--- src/rtl/ram_port_arbiter.sv ---
// rtl/ram_port_arbiter.sv - round-robin burst arbiter sharing one RAM port between NR readers and one writer
module ram_port_arbiter #(
    parameter int NR        = 3,
    parameter int AW        = 28,
    parameter int DW        = 128,
    parameter int MAX_BURST = 8
) (
    input  logic               clk,
    input  logic               rst,
    input  logic [NR-1:0]      rd_req,
    input  logic [NR*AW-1:0]   rd_addr,
    output logic [NR-1:0]      rd_gnt,
    output logic [NR-1:0]      rd_valid,
    output logic [DW-1:0]      rd_data,
    input  logic               wr_req,
    input  logic [AW-1:0]      wr_addr,
    input  logic [DW-1:0]      wr_data,
    input  logic [DW/8-1:0]    wr_strb,
    output logic               wr_gnt,
    output logic               ram_en,
    output logic               ram_we,
    output logic [AW-1:0]      ram_addr,
    output logic [DW-1:0]      ram_wdata,
    output logic [DW/8-1:0]    ram_wstrb,
    input  logic [DW-1:0]      ram_rdata
);

    localparam int NQ = NR + 1;
    localparam int IW = (NQ > 1) ? $clog2(NQ) : 1;
    localparam int CW = 8;

    typedef enum logic {IDLE, HOLD} state_t;

    state_t          state, state_nx;
    logic [IW-1:0]   owner, owner_nx;
    logic [IW-1:0]   rr_ptr, rr_ptr_nx;
    logic [CW-1:0]   cnt, cnt_nx;
    logic [NQ-1:0]   req;
    logic [NQ-1:0]   gnt;
    logic [IW-1:0]   gnt_idx;
    logic            gnt_any;
    int              scan;

    logic            tag_valid;
    logic [IW-1:0]   tag_idx;
    logic [NR-1:0]   rd_valid_nx;

    assign req = {wr_req, rd_req};

    // Owner keeps the port while it requests and has burst budget left; otherwise
    // a round-robin scan from rr_ptr picks the winner in the same cycle.
    always_comb begin
        state_nx  = state;
        owner_nx  = owner;
        rr_ptr_nx = rr_ptr;
        cnt_nx    = cnt;
        gnt_any   = 1'b0;
        gnt_idx   = '0;
        scan      = 0;
        if (state == HOLD && req[owner] && cnt < CW'(MAX_BURST)) begin
            gnt_any = 1'b1;
            gnt_idx = owner;
            cnt_nx  = cnt + CW'(1);
        end else begin
            state_nx = IDLE;
            // Scanning downward lets the lowest offset from rr_ptr overwrite the others.
            for (int k = NR; k >= 0; k--) begin
                scan = int'(rr_ptr) + k;
                if (scan >= NQ) begin
                    scan = scan - NQ;
                end
                if (req[IW'(scan)]) begin
                    gnt_any = 1'b1;
                    gnt_idx = IW'(scan);
                end
            end
            if (gnt_any) begin
                state_nx  = HOLD;
                owner_nx  = gnt_idx;
                cnt_nx    = CW'(1);
                rr_ptr_nx = (gnt_idx == IW'(NR)) ? '0 : gnt_idx + IW'(1);
            end
        end
    end

    always_comb begin
        gnt = '0;
        if (gnt_any && !rst) begin
            gnt = NQ'(1) << gnt_idx;
        end
    end

    assign rd_gnt    = gnt[NR-1:0];
    assign wr_gnt    = gnt[NR];
    assign ram_en    = |gnt;
    assign ram_we    = gnt[NR];
    assign ram_wdata = wr_data;
    assign ram_wstrb = gnt[NR] ? wr_strb : '0;

    always_comb begin
        ram_addr = wr_addr;
        for (int i = 0; i < NR; i++) begin
            if (gnt[i]) begin
                ram_addr = rd_addr[i*AW +: AW];
            end
        end
    end

    always_comb begin
        rd_valid_nx = '0;
        if (tag_valid) begin
            rd_valid_nx = NR'(1) << tag_idx;
        end
    end

    always_ff @(posedge clk or posedge rst) begin
        if (rst) begin
            state  <= IDLE;
            owner  <= '0;
            rr_ptr <= '0;
            cnt    <= '0;
        end else begin
            state  <= state_nx;
            owner  <= owner_nx;
            rr_ptr <= rr_ptr_nx;
            cnt    <= cnt_nx;
        end
    end

    // Read return: tag stage at the grant edge, data capture one edge later.
    always_ff @(posedge clk or posedge rst) begin
        if (rst) begin
            tag_valid <= 1'b0;
            tag_idx   <= '0;
            rd_valid  <= '0;
            rd_data   <= '0;
        end else begin
            tag_valid <= |rd_gnt;
            tag_idx   <= gnt_idx;
            rd_valid  <= rd_valid_nx;
            if (tag_valid) begin
                rd_data <= ram_rdata;
            end
        end
    end

endmodule

--- config.mk ---
export PLATFORM = sky130hd
export DESIGN_NAME = ram_port_arbiter
export DESIGN_NICKNAME = d
export VERILOG_FILES = /design/src/rtl/ram_port_arbiter.sv
export SDC_FILE = /design/constraint.sdc
export NUM_CORES = 1
export LEC_CHECK = 0
export ABC_AREA = 1
export BUFFER_PORTS_ARGS = -buffer_cell sky130_fd_sc_hd__buf_4
export CAP_MARGIN = 20
export CORE_AREA = 2 2 268 270
export CTS_BUF_LIST = sky130_fd_sc_hd__clkbuf_2 sky130_fd_sc_hd__clkbuf_4 sky130_fd_sc_hd__clkbuf_8
export CTS_CLUSTER_SIZE = 16
export DETAILED_ROUTE_END_ITERATION = 7
export DIE_AREA = 0 0 270 272
export GPL_TIMING_DRIVEN = 0
export PLACE_DENSITY = 0.38
export SLEW_MARGIN = 20
export SYNTH_ARGS = -nofsm -noshare
export SYNTH_HDL_FRONTEND = slang
export SYNTH_SLANG_ARGS = --single-unit
export TNS_END_PERCENT = 100
--- constraint.sdc ---
create_clock -name clk -period 7.39 [get_ports clk]
set_input_delay 1.478 -clock clk [delete_from_list [all_inputs] [get_ports clk]]
set_output_delay 1.478 -clock clk [all_outputs]
set_load 0.05 [all_outputs]
==> flow_summary.json, run 1 <==
{
  "cts_setup_buffers": 0,
  "wirelength_um": 46900,
  "fin_cells": 2702,
  "nNetsFinal": 2126,
  "drt-met1-wl_um": 17210,
  "die_w_um": 270,
  "yosys_warnings": 0,
  "io_buffers": 570,
  "tns_ps": 0,
  "synth_simple_gate_area_share_pct": 33.90,
  "crit_path_max_fanout": 10,
  "worstSetupStartpointType": "primary input",
  "synth_fa_ha_area_share_pct": 0.1524,
  "dpl_worst_slack_ps": 2270,
  "ant_nets": 0,
  "power_mw": 7.464,
  "fin_crit_ps": 5134,
  "cts_buffers": 17,
  "finalSetupViolations": 0,
  "place_congestion": 0.8928,
  "hold_path.class": "reg -> reg",
  "synth_area_um2": 8212,
  "cp.required_ps": 5910,
  "power.density_nw_per_um2": 529.4,
  "fin_skew_ps": 15.60,
  "whs_ps": 453.9,
  "seq_area_frac_synth_pct": 44.80,
  "dpl.cell_count": 2666,
  "wire_per_inst_um": 17.36,
  "whs_endpoint": "rd_valid[0]",
  "grt-ovfl-total": 0,
  "pwr-share-seq_pct": 18.9,
  "core.rowCount": 98,
  "critical_path.slowest_cell": "buf_2",
  "grt_max_degree": 80,
  "cts_root_buf": "clkbuf_8",
  "max_cap_viol_count": 0,
  "hp-start": "tag_idx[1]",
  "syn_to_final_growth_pct": 71.72,
  "rr_endpoint": "tag_valid",
  "wl_met2_um": 22480,
  "cts_hold_buf": 0,
  "combPwrFrac_pct": 72.4,
  "grt_pass1_vias": 9598,
  "synth_edf_count": 0,
  "slowest_delay_ps": 300,
  "first_pass_iters": 6,
  "die_y_um": 272,
  "hold_viol": 0,
  "swShare_pct": 61.06,
  "status": "completed",
  "ir_drop_mv": 0.3811,
  "worstPathArrival_ps": 3660,
  "placed_area_um2": 13720,
  "vias": 9165,
  "synth_top_area_cell": "dfrtp_1",
  "drc": 0,
  "worst_setup_path_end_kind": "output port",
  "synthMuxAreaShare_pct": 0,
  "worstMarginPinSlew_ps": 879.1,
  "die-area_um2": 73440,
  "cts_resized": 0,
  "critPathKind": "in -> out",
  "avgViaCountPerCell": 3.392,
  "antenna_found_initial": 6,
  "holdPathStages": 1,
  "layout-drive-gt1-share_pct": 44.45,
  "hpwl_um": 39550,
  "reg2regPathDepth": 14,
  "r2r-start": "owner[0]",
  "path_cells": "buf_4 -> inv_1 -> a21oi_1 -> o21ai_0 -> nand2_1 -> nand2_1 -> inv_1 -> nand2_1 -> o21ai_4 -> buf_2 -> buf_4 -> nand4_1 -> nand2_1 -> nand2_1 -> nand2_1 -> buf_4",
  "top_layer": "met5",
  "multi_input_area_um2": 2910,
  "nFillCells": 8093,
  "ys_ff_latch": 147,
  "synth_flop_cell": "dfrtp_1",
  "cpMostUsedCell": "nand2_1",
  "synth_compound_area_share_pct": 1.387,
  "ff2ff_setup_slack_ps": 5250,
  "fmaxAchievable_mhz": 194.8,
  "clock-sinks": 147,
  "fin_crit_sh_pct": 69.47,
  "post-route-util_pct": 19.93,
  "rsz0062_at_grt": "no",
  "ys_types": 29,
  "synth_top_area_share_pct": 44.80,
  "grt_pass1_wl_um": 65230,
  "synth_xor_xnor_area_share_pct": 0,
  "first_iter_violations": 507,
  "synth_top_family_by_area": "simple AND/OR/NAND/NOR gates",
  "syn_inst": 1145,
  "synth_nets": 1536,
  "p_switching_mw": 4.558,
  "fin_ws_ps": 2256,
  "seq_area_um2": 3679,
  "clk_pin_slew_ps": 100,
  "grt_usage_pct": 12.42,
  "p_int_mw": 2.907,
  "clock_latency_ps": 540,
  "synth_top_cells_by_count": "nand2_1, dfrtp_1, buf_4",
  "cts_tree": "done",
  "relSlewSlack_pct": 41.39,
  "wl_met3_um": 5432,
  "avgSynthCellArea_um2": 7.172,
  "htreeDepth": 4,
  "pin_count": 699,
  "synthArstFlopShare_pct": 100.0,
  "fin_area_um2": 14100,
  "synth.most_common_cell": "nand2_1",
  "core_area_um2": 70750,
  "synthTopCellsByArea": "dfrtp_1, nand2_1, buf_4",
  "static-leakage-power_nw": 8.015,
  "start_util_pct": 11.61,
  "clockBufferDepth": 2,
  "drv_slew": 0,
  "p_clk_share_pct": 8.7
}
-- layout make-up --
class                      count  share of cell area (%)
clock buffer                  17                   1.659
multi-input combinational    715                   20.64
clock inverter                15                  0.9938
inverter                     103                   2.813
sequential                   147                   26.09
tap                          950                   8.429
buffer                       180                   8.767
antenna                        4                 0.07099
timing repair buffer         571                   30.54
-- per-layer routing --
metal	GRT usage (%)	up-vias
li1	-	4469
met1	12.92	4210
met2	20.79	430
met3	6.400	52
met4	5.775	4
met5	0	-
-- worst max-delay path by stage --
stage | to | slack (ps) | cells after the start | startpoint
after global routing | ram_addr[15] | 2060 | 16 | rd_req[1]
after global placement | rd_data[24] | -870 | 2 | rst
final | ram_addr[26] | 2260 | 16 | rd_req[1]
after CTS | ram_addr[26] | 2260 | 16 | rd_req[1]
after detailed placement | ram_addr[26] | 2270 | 16 | rd_req[1]
after floorplan | cnt[0] | 1960 | 1 | rst
-- power by group through the flow --
stage                     Clock (mW)  Sequential (mW)  Combinational (mW)
after floorplan                    0             2.61                2.41
after global placement             0             1.42                5.51
after CTS                      0.712             1.42                5.51
after global routing           0.744             1.46                5.78
after detailed placement           0             1.43                5.50
final                          0.652             1.41                5.40
-- logic make-up (layout without fill, tap and decap cells) --
family	Yosys count	in the layout
AOI/OAI and AO/OA	15	15
adders and majority gates	1	1
buffers and inverters	283	886
DFF	147	147
other	0	4
and+or+nand+nor	699	699
-- critical path: cells and delay by family --
kind	cells	cell delay [ps]
simple gates	7	780
buf+inv	6	1080
compound gates	3	310
-- cells in the final DEF (no fill, tap or decap), drive strengths merged, types with 2 or more instances in the layout --
cell type	synthesis	final
clkbuf	25	42
nand2	545	545
inv	102	111
nand4	31	31
diode	0	4
dfrtp	147	147
clkinv	1	3
o21a	2	2
clkinvlp	0	4
buf	155	726
a21oi	4	4
nand3	9	9
o21ai	6	6
nor3	2	2
nor2	112	112
-- sequential cells by signal, summed over array words and instances (netlist names) --
signal / flops
tag_valid: 1
owner: 2
state: 1
rr_ptr: 2
rd_valid: 3
rd_data: 128
tag_idx: 2
cnt: 8
Power figures use the tool's default switching activity.
==> inputs of run 2 (changes only) <==
--- a/config.mk
+++ b/config.mk
@@ -14,7 +14,7 @@
 export DETAILED_ROUTE_END_ITERATION = 7
 export DIE_AREA = 0 0 270 272
 export GPL_TIMING_DRIVEN = 0
-export PLACE_DENSITY = 0.38
+export PLACE_DENSITY = 0.39
 export SLEW_MARGIN = 20
 export SYNTH_ARGS = -nofsm -noshare
 export SYNTH_HDL_FRONTEND = slang
==> constraint.sdc (replaced) <==
create_clock -name clk -period 4.3 [get_ports clk]
set_input_delay 0.86 -clock clk [delete_from_list [all_inputs] [get_ports clk]]
set_output_delay 0.86 -clock clk [all_outputs]
set_load 0.05 [all_outputs]
==> run 2 against run 1 <==
  * Worst setup slack lost 1900 ps
  * Global-route usage shrank 0.64 points
  * Sequential cell count is the same
  * Combinational power grew 72%
  * Cell count grew 0.11%
  * Critical path depth shrank 3
  * Sequential power grew 71%
  * Non-clock buffer count grew 4
  * Sequential share of layout area shrank 0.18 points
  * Die area is the same
  * Core utilization grew 0.14 points
  * Via count grew 1.0%
  * Critical path type is now reg -> out
  * Largest cell class unchanged
  * Highest routed layer unchanged
==> flow_summary.json, run 2 (synthesis results as in run 1) <==
{
  "hold_path.class": "in -> async",
  "cts_tree": "done",
  "pin_count": 699,
  "grt_pass1_vias": 9408,
  "avgViaCountPerCell": 3.423,
  "cts_hold_buf": 0,
  "wl_met2_um": 21680,
  "wirelength_um": 45030,
  "static-leakage-power_nw": 8.056,
  "critPathKind": "reg -> out",
  "r2r-start": "rr_ptr[0]",
  "top_layer": "met5",
  "cts_buffers": 17,
  "worstSetupStartpointType": "flip-flop",
  "htreeDepth": 4,
  "max_cap_viol_count": 0,
  "antenna_found_initial": 5,
  "first_pass_iters": 4,
  "finalSetupViolations": 0,
  "drv_slew": 0,
  "grt_usage_pct": 11.78,
  "startpoint": "rr_ptr[0]",
  "cp.required_ps": 3440,
  "die-area_um2": 73440,
  "tns_ps": 0,
  "nFillCells": 8063,
  "clockBufferDepth": 2,
  "grt_pass1_wl_um": 62450,
  "wire_per_inst_um": 16.65,
  "place_congestion": 0.8929,
  "cts_setup_buffers": 0,
  "grt_max_degree": 30,
  "top_regs": "rd_data: 128 flops, cnt: 8 flops, rd_valid: 3 flops",
  "grt-ovfl-total": 0,
  "core_area_um2": 70750,
  "start_util_pct": 11.61,
  "fmaxAchievable_mhz": 251.4,
  "hpwl_um": 37970,
  "layout-drive-gt1-share_pct": 44.49,
  "ff2ff_setup_slack_ps": 2090,
  "wl_met3_um": 4604,
  "hold_viol": 0,
  "drt-met1-wl_um": 17320,
  "regMostFlops": "rd_data",
  "nNetsFinal": 2130,
  "io_buffers": 570,
  "fin_crit_sh_pct": 92.51,
  "die_y_um": 272,
  "crit_path_max_fanout": 10,
  "cts_resized": 0,
  "post-route-util_pct": 20.07,
  "die_w_um": 270,
  "final_cell_mix": "buf_4, nand2_1, dfrtp_1, nor2_1, inv_1",
  "largest_reg_flops": 128,
  "ant_nets": 0,
  "power.density_nw_per_um2": 908.8,
  "final_common_cell": "buf_4",
  "clock-sinks": 147,
  "power_mw": 12.90,
  "reg2regPathDepth": 16,
  "cp-endpoint": "ram_wstrb[7]",
  "rsz0062_at_grt": "no",
  "core.rowCount": 98,
  "clock_latency_ps": 540,
  "rr_endpoint": "tag_valid",
  "cts_root_buf": "clkbuf_8",
  "worst_setup_path_end_kind": "output port",
  "status": "completed",
  "relSlewSlack_pct": 42.02,
  "fin_crit_ps": 3978,
  "ir_drop_mv": 0.6636,
  "worstMarginPinSlew_ps": 869.7,
  "clk_pin_slew_ps": 110,
  "vias": 9258,
  "worstPathArrival_ps": 3120,
  "fin_skew_ps": 19.69,
  "first_iter_violations": 357,
  "drc": 0,
  "syn_to_final_growth_pct": 72.89
}
[run 2: cell types whose count changed in the layout (fill, tap and decap cells not counted), moves of 2 or more]
| cell | before | now |
|---|---|---|
| inv_8 | 5 | 3 |
| buf_12 | 0 | 5 |
| clkinv_4 | 0 | 2 |
| bufinv_16 | 0 | 2 |
[run 2: power breakdown]
part,total [mW],leakage [nW],internal [mW],switching (mW)
combinational,9.27,6.05,2.54,6.72
clock,1.23,0.195,0.531,0.696
sequential,2.41,1.81,2.04,0.373
total,12.9,8.06,5.11,7.79
[run 2: critical path, cell delays in order, from the launching register on]
cell     delay, ps
dfrtp_1        370
buf_4          170
inv_4           90
nand2_1         50
nand2_1        100
nand2_2         80
nand2_2         90
nor2_4          50
a31oi_4        310
buf_2          300
nand3_2        240
buf_2          260
nor2_1         210
buf_4          250
[run 2: worst min path at each step]
stage / slack (ps) / start / endpoint / cells after the start
3_3_place_gp: 440 / tag_idx[1] / rd_valid[0] / 1
6_report: 420 / rst / rd_data[108] / 2
3_5_place_dp: 450 / tag_idx[1] / rd_valid[0] / 1
4_1_cts: 370 / rst / rd_valid[1] / 2
5_1_grt: 410 / rst / rd_data[108] / 2
2_1_floorplan: 410 / tag_idx[1] / rd_valid[0] / 1
[run 2: final cells by class]
| class | instances | area [um^2] | share of cell area [%] |
|---|---|---|---|
| repair buffers | 575 | 4379 | 30.85 |
| flip-flops and latches | 147 | 3679 | 25.91 |
| multi-input cells | 715 | 2910 | 20.50 |
| plain buffers | 180 | 1235 | 8.698 |
| well taps | 950 | 1189 | 8.372 |
| inverters | 103 | 392.9 | 2.767 |
| clock buffers | 17 | 234.0 | 1.648 |
| clock inverters | 14 | 168.9 | 1.190 |
| diodes | 4 | 10.01 | 0.07050 |
[run 2: stage by stage]
step                area, um^2  worst slack [ps]  cells  hold slack, ps
finish                   14200             322.0   2705           416.1
global route             14190             6.556   2703           411.4
CTS                      14190             120.0   2701           366.8
detailed placement       13780             435.1   2670           447.3
global placement         13680             71.04   2665           435.9
floorplan                 8215             749.3   1145           412.2
[run 2: routing by layer]
| layer | track usage (%) | vias up |
|---|---|---|
| li1 | - | 4478 |
| met1 | 12.78 | 4290 |
| met2 | 19.81 | 436 |
| met3 | 5.237 | 52 |
| met4 | 5.234 | 2 |
| met5 | 0 | - |
